**config.mk**
```make
export PLATFORM = sky130hd
export DESIGN_NAME = mux16_rr_arbiter_flat
export DESIGN_NICKNAME = d
export VERILOG_FILES = /design/src/rtl/mux16_rr_arbiter_if.sv /design/src/rtl/mux16_rr_arbiter.sv /design/src/flat_wrapper.sv
export SDC_FILE = /design/constraint.sdc
export NUM_CORES = 1
export LEC_CHECK = 0
export ABC_AREA = 1
export CORE_MARGIN = 2
export CORE_UTILIZATION = 56
export CTS_CLUSTER_DIAMETER = 60
export DETAILED_ROUTE_END_ITERATION = 10
export PLACE_DENSITY = 0.82
export SYNTH_ARGS = -nofsm -noshare
export SYNTH_HDL_FRONTEND = slang
export SYNTH_SLANG_ARGS = --single-unit
```
**constraint.sdc**
```tcl
create_clock -name clk -period 4.3 [get_ports clk]
set_input_delay 1.29 -clock clk [delete_from_list [all_inputs] [get_ports clk]]
set_output_delay 1.29 -clock clk [all_outputs]
set_load 0.05 [all_outputs]
```
**src/rtl/mux16_rr_arbiter_if.sv**
```systemverilog
// Handshake/bus bundle between the 16-channel round-robin arbiter and its environment.
// master = arbiter side (drives select/grant/valid), slave = requesters plus downstream consumer.
interface mux16_rr_arbiter_if;
    localparam int unsigned N_CH  = 16;
    localparam int unsigned SEL_W = 4;

    logic [N_CH-1:0]  req;
    logic [N_CH-1:0]  en;
    logic             out_ready;
    logic [SEL_W-1:0] sel;
    logic [N_CH-1:0]  grant;
    logic             out_valid;

    modport master (
        input  req,
        input  en,
        input  out_ready,
        output sel,
        output grant,
        output out_valid
    );

    modport slave (
        output req,
        output en,
        output out_ready,
        input  sel,
        input  grant,
        input  out_valid
    );
endinterface

```
**src/rtl/mux16_rr_arbiter.sv**
```systemverilog
// Round-robin arbiter driving a shared 16:1 mux select with per-grant burst limiting.
// Optional macro MUX16_ARB_LOCK_EN adds a 'lock' input that suppresses the burst-limit release.
module mux16_rr_arbiter #(
    parameter int unsigned MAX_BURST = 4,
    parameter int unsigned CNT_W     = 8
) (
    input  logic                      clk,
    input  logic                      rst,
`ifdef MUX16_ARB_LOCK_EN
    input  logic                      lock,
`endif
    mux16_rr_arbiter_if.master        bus
);
    localparam int unsigned N_CH  = 16;
    localparam int unsigned SEL_W = 4;

    typedef enum logic [0:0] {
        ST_IDLE  = 1'b0,
        ST_GRANT = 1'b1
    } state_e;

    state_e           state_q, state_d;
    logic [SEL_W-1:0] sel_q, sel_d;
    logic [SEL_W-1:0] last_q, last_d;
    logic [N_CH-1:0]  grant_q, grant_d;
    logic             valid_q, valid_d;
    logic [CNT_W-1:0] beat_q, beat_d;

    logic [N_CH-1:0]  elig_c;
    logic [SEL_W-1:0] start_c;
    logic [SEL_W-1:0] win_c;
    logic             win_vld_c;
    logic             fire_c;
    logic             burst_end_c;
    logic             lock_hold_c;
    logic             release_c;

    assign elig_c = bus.req & bus.en;

    // While granted the search starts just past the holder so it gets lowest priority on re-search.
    assign start_c = (state_q == ST_GRANT) ? sel_q + SEL_W'(1) : last_q + SEL_W'(1);

    // Rotating priority search; descending loop so the smallest offset from start_c wins.
    always_comb begin
        logic [SEL_W-1:0] idx;
        idx       = '0;
        win_c     = '0;
        win_vld_c = 1'b0;
        for (int k = N_CH - 1; k >= 0; k--) begin
            idx = start_c + SEL_W'(k);
            if (elig_c[idx]) begin
                win_c     = idx;
                win_vld_c = 1'b1;
            end
        end
    end

`ifdef MUX16_ARB_LOCK_EN
    assign lock_hold_c = lock;
`else
    assign lock_hold_c = 1'b0;
`endif

    assign fire_c      = valid_q & bus.out_ready;
    assign burst_end_c = (beat_q == CNT_W'(MAX_BURST - 1));
    assign release_c   = !bus.req[sel_q] || !bus.en[sel_q]
                       || (fire_c && burst_end_c && !lock_hold_c);

    // Next-state and registered-output logic.
    always_comb begin
        state_d = state_q;
        sel_d   = sel_q;
        last_d  = last_q;
        grant_d = grant_q;
        valid_d = valid_q;
        beat_d  = beat_q;

        case (state_q)
            ST_IDLE: begin
                grant_d = '0;
                valid_d = 1'b0;
                if (win_vld_c) begin
                    state_d = ST_GRANT;
                    sel_d   = win_c;
                    grant_d = N_CH'(1) << win_c;
                    valid_d = 1'b1;
                    beat_d  = '0;
                end
            end

            ST_GRANT: begin
                if (release_c) begin
                    last_d = sel_q;
                    beat_d = '0;
                    if (win_vld_c) begin
                        state_d = ST_GRANT;
                        sel_d   = win_c;
                        grant_d = N_CH'(1) << win_c;
                        valid_d = 1'b1;
                    end else begin
                        state_d = ST_IDLE;
                        grant_d = '0;
                        valid_d = 1'b0;
                    end
                end else if (fire_c && !burst_end_c) begin
                    // A locked grant at the limit keeps the counter saturated here.
                    beat_d = beat_q + CNT_W'(1);
                end
            end

            default: begin
                state_d = ST_IDLE;
                grant_d = '0;
                valid_d = 1'b0;
                beat_d  = '0;
            end
        endcase
    end

    always_ff @(posedge clk or posedge rst) begin
        if (rst) begin
            state_q <= ST_IDLE;
            sel_q   <= '0;
            last_q  <= SEL_W'(N_CH - 1);
            grant_q <= '0;
            valid_q <= 1'b0;
            beat_q  <= '0;
        end else begin
            state_q <= state_d;
            sel_q   <= sel_d;
            last_q  <= last_d;
            grant_q <= grant_d;
            valid_q <= valid_d;
            beat_q  <= beat_d;
        end
    end

    assign bus.sel       = sel_q;
    assign bus.grant     = grant_q;
    assign bus.out_valid = valid_q;
endmodule

```
**src/flat_wrapper.sv**
```systemverilog
// flat-port wrapper written by rule: the top's interface ports become plain ports
module mux16_rr_arbiter_flat 
#(
    parameter int unsigned MAX_BURST = 4,
    parameter int unsigned CNT_W     = 8
)
  (clk, rst, bus_req, bus_en, bus_out_ready, bus_sel, bus_grant, bus_out_valid);
  mux16_rr_arbiter_if bus_i ();
  input  logic clk;
  input  logic rst;
  input wire logic [$bits(bus_i.req)-1:0] bus_req;
  input wire logic [$bits(bus_i.en)-1:0] bus_en;
  input wire logic [$bits(bus_i.out_ready)-1:0] bus_out_ready;
  output wire logic [$bits(bus_i.sel)-1:0] bus_sel;
  output wire logic [$bits(bus_i.grant)-1:0] bus_grant;
  output wire logic [$bits(bus_i.out_valid)-1:0] bus_out_valid;
  assign bus_i.req = bus_req;
  assign bus_i.en = bus_en;
  assign bus_i.out_ready = bus_out_ready;
  assign bus_sel = bus_i.sel;
  assign bus_grant = bus_i.grant;
  assign bus_out_valid = bus_i.out_valid;
  mux16_rr_arbiter #(.MAX_BURST(MAX_BURST), .CNT_W(CNT_W)) u_core (.clk(clk), .rst(rst), .bus(bus_i));
endmodule
```
==> impl_results.md, run 1 <==
* Initial Utilization at 0.582
* Gr ovfl total at 0
* CTS Root Buffer Type: clkbuf_8
* Layout cells sized above 1 at 0.143
* Num rows at 29
* Synthesized area at 3720 sq um
* Via count at 4323
* Core Region at between 6000 and 7000 sq um
* Crit. End Element: flop
* Final ANT Viol Nets at 0
* Final period util at 0.884
* Die area at 7310 sq um
* Worst hold slack at 488 ps
* DIE HEIGHT at between 80 and 90 um
* Area contributors post-synth: nand2_1 26%, dfrtp_1 20%, nand3_1 10%
* Post-synth EDFFs at 0
* Setup-failing EPs final at 0
* Most frequent cells after synthesis: 256 x nand2_1, 77 x nand3_1, 44 x a21oi_1, 36 x inv_1, 30 x dfrtp_1
* DRC at 0
* Max Root-Sink Buffers at 2
* Post-DR wirelength/cell at 15.4 um
* Synth Warn # at 0
* Multi-input gate area at 2570 sq um
* Total of max-cap violations at 0
* Tmin final at roughly 3800 ps
* Most used cell, CP: nand2_1
* CP arrival at between 4000 and 5000 ps
* Max Fclk at between 0.2 and 0.3 GHz
* Final max-slew violation count at 0
* Vias in the first global route at about 4.2k
* Pin count of the biggest net entering global routing at 21
* CP Data Required Time at around 4500 ps
* Crit Path Max Fanout at 14
* RSZ-0062 raised after global routing: false
* Worst Skew at 11.7 ps
* Die Width at roughly 86 um
* CTS tree: yes
* Num ports at 56
* Synthesis-to-finish area growth at 19.3%
* Hold buffers post-CTS at 0
* Synth area leader: nand2_1
* Final Wtd Congestion at about 1.0
* Syn Inst Count at a little over 600
* CTS HTree Levels at 2
* Critical path type: reg -> reg
* Clock net sink count at 34
* Pre-antenna DRT Iters at 6
* Sequential fraction of the synthesis area at 0.230
* Crit start category: flop
* CTS resizes at 0
* Max incr delay on CP at around 510 ps
* Hpwl dp at between 9000 and 10000 um
* Post-Syn Nets at between 600 and 700
* Cts bufs inserted at 5
* Global-route wire length before repair at just under 20000 um
* GR Util All Layers at 0.336
* Count leader, synth: nand2_1
* Buffers on Ports at 55
* Drt total wl at 11500 um
* Number of synthesized register bits at 34
* Number of fill cells in the layout at 576
* Number of diodes at 0
* Setup repair bufs after CTS at 0
* Reg area at between 800 and 900 sq um
* Top-area cell type share of the netlist area at 0.258
* Primary FF master, synth: dfrtp_1
* Synth cell types at between 40 and 50
* DRT iter0 DRCs at 310
* Clk_lat worst skew at approximately 290 ps
* Final hold viol count at 0
* Tightest Pin Transition at 700 ps
* Async SR Flop Fraction at 1.00
* Run status: finished clean
* Reg clk slew, reported paths at about 70 ps
* Layout Nets at about 710
* Avg Cell Area, Syn at around 6 sq um
* Initial antenna violation count at 0
* Vias/cell at about 5.8
* CP max-delay cell: dfrtp_2
* Hold Crit Class: reg -> reg
* Setup TNS at 0 ps
* Relative slew margins at 0.533
[metal layers]
| layer | global-route usage | part of all wire | vias to the layer above | routed length, um |
|---|---|---|---|---|
| met2 | 0.585 | 0.48 | 210 | 5560 |
| met1 | 0.428 | 0.42 | 1965 | 4800 |
| li1 | - | - | 2116 | - |
| met3 | 0.0481 | 0.073 | 32 | 837 |
| met5 | 0 | 0 | - | 0 |
| met4 | 0.113 | 0.028 | 0 | 326 |
[worst max-delay path: cells and delay by family (launching register included)]
| family | cells | cell delay [ps] |
|---|---|---|
| buffers and inverters | 2 | 400 |
| and+or+nand+nor | 23 | 2110 |
| DFF | 1 | 510 |
| adders and majority gates | 1 | 370 |
| AOI/OAI and AO/OA | 1 | 320 |
[layout by cell type (no fill, tap or decap), types with 3 or more instances in the layout]
| cell type | instances |
|---|---|
| a211oi_1 | 3 |
| a21oi_1 | 44 |
| a21oi_2 | 3 |
| buf_4 | 10 |
| clkbuf_8 | 6 |
| clkdlybuf4s50_1 | 55 |
| dfrtp_1 | 29 |
| dfstp_2 | 4 |
| ha_1 | 5 |
| inv_1 | 35 |
| inv_2 | 10 |
| nand2_1 | 256 |
| nand2_2 | 24 |
| nand2_4 | 12 |
| nand3_1 | 77 |
| nand3_2 | 4 |
| nand4_1 | 10 |
| nor2_1 | 19 |
| nor2_2 | 4 |
| nor2_4 | 3 |
| nor3_1 | 4 |
| o21a_1 | 3 |
| o21ai_0 | 12 |
| o21ai_1 | 7 |
| xor2_2 | 3 |
[stage by stage]
stage | worst slack, ps | utilization | std cells | area [sq um]
6_report | 500 | 0.695 | 747 | 4440
5_1_grt | 107 | 0.695 | 747 | 4440
3_5_place_dp | 301 | 0.679 | 739 | 4340
2_1_floorplan | 641 | - | 611 | 3720
4_1_cts | 417 | 0.694 | 747 | 4430
3_3_place_gp | 315 | 0.679 | 739 | 4340
[state kept, by name, summed over array words and instances (netlist names)]
name and cells:
u_core.beat_q 8, u_core.bus.grant 16, u_core.bus.sel 4, u_core.bus.out_valid 1, u_core.last_q 4, u_core.state_q 1
[kinds of logic after synthesis]
| logic type | share of synthesized area |
|---|---|
| AO/OA/AOI/OAI | 0.133 |
| flip-flops | 0.230 |
| AND/OR/NAND/NOR | 0.523 |
| adder cells (fa/ha/maj) | 0.0168 |
| buffers and inverters | 0.0790 |
| XOR/XNOR | 0.0178 |
[final timing paths]
check | startpoint | endpoint | slack, ps | cells past startpoint
max | u_core.state_q | u_core.bus.grant[2] | 500 | 27
min | u_core.bus.grant[15] | u_core.bus.grant[15] | 490 | 2
max reg2reg | u_core.state_q | u_core.bus.grant[2] | 500 | 27
min reg2reg | u_core.bus.grant[15] | u_core.bus.grant[15] | 490 | 2
max in group asynchronous | rst | u_core.bus.grant[15] | 2200 | 3
min in group asynchronous | rst | u_core.bus.grant[0] | 1410 | 2
[area by class of cell]
cell class,count,share of cell area
sequential,34,0.193
inverter,49,0.0440
clock buffer,6,0.0186
multi-input combinational,514,0.579
tap,77,0.0217
clock inverter,2,0.00282
timing repair buffer,65,0.141
Power of run 1 is left out: the tool's default activity adds up to more than one toggle a clock period on the data nets, which glitch-free logic cannot reach.
==> inputs of run 2 (changes only) <==
--- a/config.mk
+++ b/config.mk
@@ -7,10 +7,10 @@
 export LEC_CHECK = 0
 export ABC_AREA = 1
 export CORE_MARGIN = 2
-export CORE_UTILIZATION = 56
+export CORE_UTILIZATION = 50
 export CTS_CLUSTER_DIAMETER = 60
 export DETAILED_ROUTE_END_ITERATION = 10
-export PLACE_DENSITY = 0.82
+export PLACE_DENSITY = 0.78
 export SYNTH_ARGS = -nofsm -noshare
 export SYNTH_HDL_FRONTEND = slang
 export SYNTH_SLANG_ARGS = --single-unit
==> constraint.sdc (replaced) <==
create_clock -name clk -period 3.1 [get_ports clk]
set_input_delay 0.93 -clock clk [delete_from_list [all_inputs] [get_ports clk]]
set_output_delay 0.93 -clock clk [all_outputs]
set_load 0.05 [all_outputs]
==> impl_results.md, run 2 (synthesis gave the netlist of run 1 again) <==
* Number of fill cells in the layout at 485 (-16%)
* CTS Root Buffer Type: clkbuf_8
* Most common cell after layout, fill and taps aside: nand2_1
* Total of max-cap violations at 0 (unchanged)
* Num rows at 31 (+6.9%)
* Final period util at 1.15 (+0.269)
* Buffers on Ports at 55 (unchanged)
* CP arrival at 3820 ps (-200 ps)
* Die Width at 90.3 um (+5.6%)
* Tmin final at 3570 ps (-225 ps)
* Most frequent cells in the layout: 222 x nand2_1, 101 x buf_4, 57 x nand3_1
* Core Region at 7210 sq um (+13%)
* Final Wtd Congestion at 0.998 (-3.9%)
* Relative slew margins at 0.651 (+0.119)
* Max reg flops at 16 (unchanged)
* Setup TNS at -9430 ps (-9430 ps)
* CP max-delay cell: dfrtp_2
* Post-DR wirelength/cell at 18.4 um (+19%)
* Max Fclk at 0.280 GHz (+6.3%)
* Reg clk slew, reported paths at 90 ps (+20 ps)
* Clock net sink count at 34 (unchanged)
* Layout Nets at 816 (+15%)
* CP Data Required Time at 3340 ps (-1180 ps)
* Crit start category: flop
* Final WS setup at -474 ps (-975 ps)
* CTS HTree Levels at 2 (unchanged)
* Final hold viol count at 0 (unchanged)
* Crit. End Element: flop
* Max incr delay on CP at 510 ps (about the same)
* Pin count of the biggest net entering global routing at 25 (+19%)
* Tightest Pin Transition at 521 ps (-179 ps)
* CTS tree: yes
* Pre-antenna DRT Iters at 7 (+1)
* Cts bufs inserted at 5 (unchanged)
* Max Root-Sink Buffers at 2 (unchanged)
* Worst Skew at 18.2 ps (+6.54 ps)
* DRC at 0 (unchanged)
* Synthesis-to-finish area growth at 57.9%
* Hold Crit Class: reg -> reg
* Die area at 8150 sq um (+11%)
* Critical path type: reg -> reg
* Failing checks: setup timing
* Number of diodes at 0 (unchanged)
* Drt total wl at 16100 um (+40%)
* Gr ovfl total at 0 (unchanged)
* Via count at 5229 (+21%)
* Most used cell, CP: nand2_1
* DRT iter0 DRCs at 601 (+94%)
* Clk_lat worst skew at 320 ps (+30 ps)
* Final max-slew violation count at 0 (unchanged)
* Initial antenna violation count at 0 (unchanged)
* Vias in the first global route at 4816 (+15%)
* Num ports at 56 (unchanged)
* Final ANT Viol Nets at 0 (unchanged)
* Crit Path Max Fanout at 8 (-6)
* GR Util All Layers at 0.343 (+0.00729)
* Global-route wire length before repair at 22800 um (+15%)
* Placed Area at 5190 sq um (+20%)
* RSZ-0062 raised after global routing: true
* Layout cells sized above 1 at 0.364 (+0.221)
* DIE HEIGHT at 90.3 um (+5.6%)
* Hpwl dp at 10300 um (+13%)
* Run status: complete, but fails checks
* Final non-filler cell area at 5870 sq um (+32%)
* Setup-failing EPs final at 29 (+29)
* Initial Utilization at 0.516 (-0.0669)
* Vias/cell at 5.97 (+3.1%)
run 2: path summary, 6_finish.rpt:
check                      depth (start not counted)  slack, ps                 start                   end
setup / recovery                                  29       -470        u_core.state_q  u_core.bus.grant[14]
hold / removal                                     2        500  u_core.bus.grant[10]  u_core.bus.grant[10]
setup reg to reg                                  29       -470        u_core.state_q  u_core.bus.grant[14]
hold reg to reg                                    2        500  u_core.bus.grant[10]  u_core.bus.grant[10]
max in group asynchronous                          3       1450                   rst      u_core.beat_q[0]
min in group asynchronous                          2        930                   rst        u_core.state_q
run 2: metal layers:
layer  share of wire  vias up  wire length [um]  track usage
met5               0        -                 0            0
met4           0.056        0               899        0.171
met3           0.091       94              1460       0.0326
met2            0.48      386              7810        0.605
met1            0.37     2421              5940        0.418
li1                -     2328                 -            -
run 2: timing repair:
action                     CTS  global route
resized for setup           40            56
pin swaps                   14            23
setup endpoints to repair   29            29
hold buffers                 0             0
cloned                       2             0
setup buffers                9            12
run 2: critical path: cells and delay by family (launching register included):
| kind | cells | cell delay (ps) |
|---|---|---|
| AND/OR/NAND/NOR | 23 | 2210 |
| AO/OA/AOI/OAI | 1 | 70 |
| buffers and inverters | 3 | 330 |
| flip-flops | 1 | 510 |
| adder cells (fa/ha/maj) | 2 | 360 |
run 2: through the flow:
step                      worst slack, ps  hold slack, ps   util  std cells
after detailed placement             -604             465  0.720        845
after floorplan                     -52.0             462      -        611
after CTS                            -230             498  0.768        864
after global placement               -517             466  0.720        845
after global routing                 -659             525  0.814        876
final                                -474             500  0.814        876
run 2: layout make-up:
| cell class | instances | area, sq um | area share |
|---|---|---|---|
| flip-flops and latches | 34 | 860 | 0.146 |
| multi-input cells | 515 | 3040 | 0.517 |
| clock buffers | 5 | 68.8 | 0.0117 |
| repair buffers | 171 | 1510 | 0.257 |
| clock inverters | 3 | 68.8 | 0.0117 |
| inverters | 49 | 206 | 0.0351 |
| well taps | 99 | 124 | 0.0211 |
Power of run 2 is left out for the same reason.
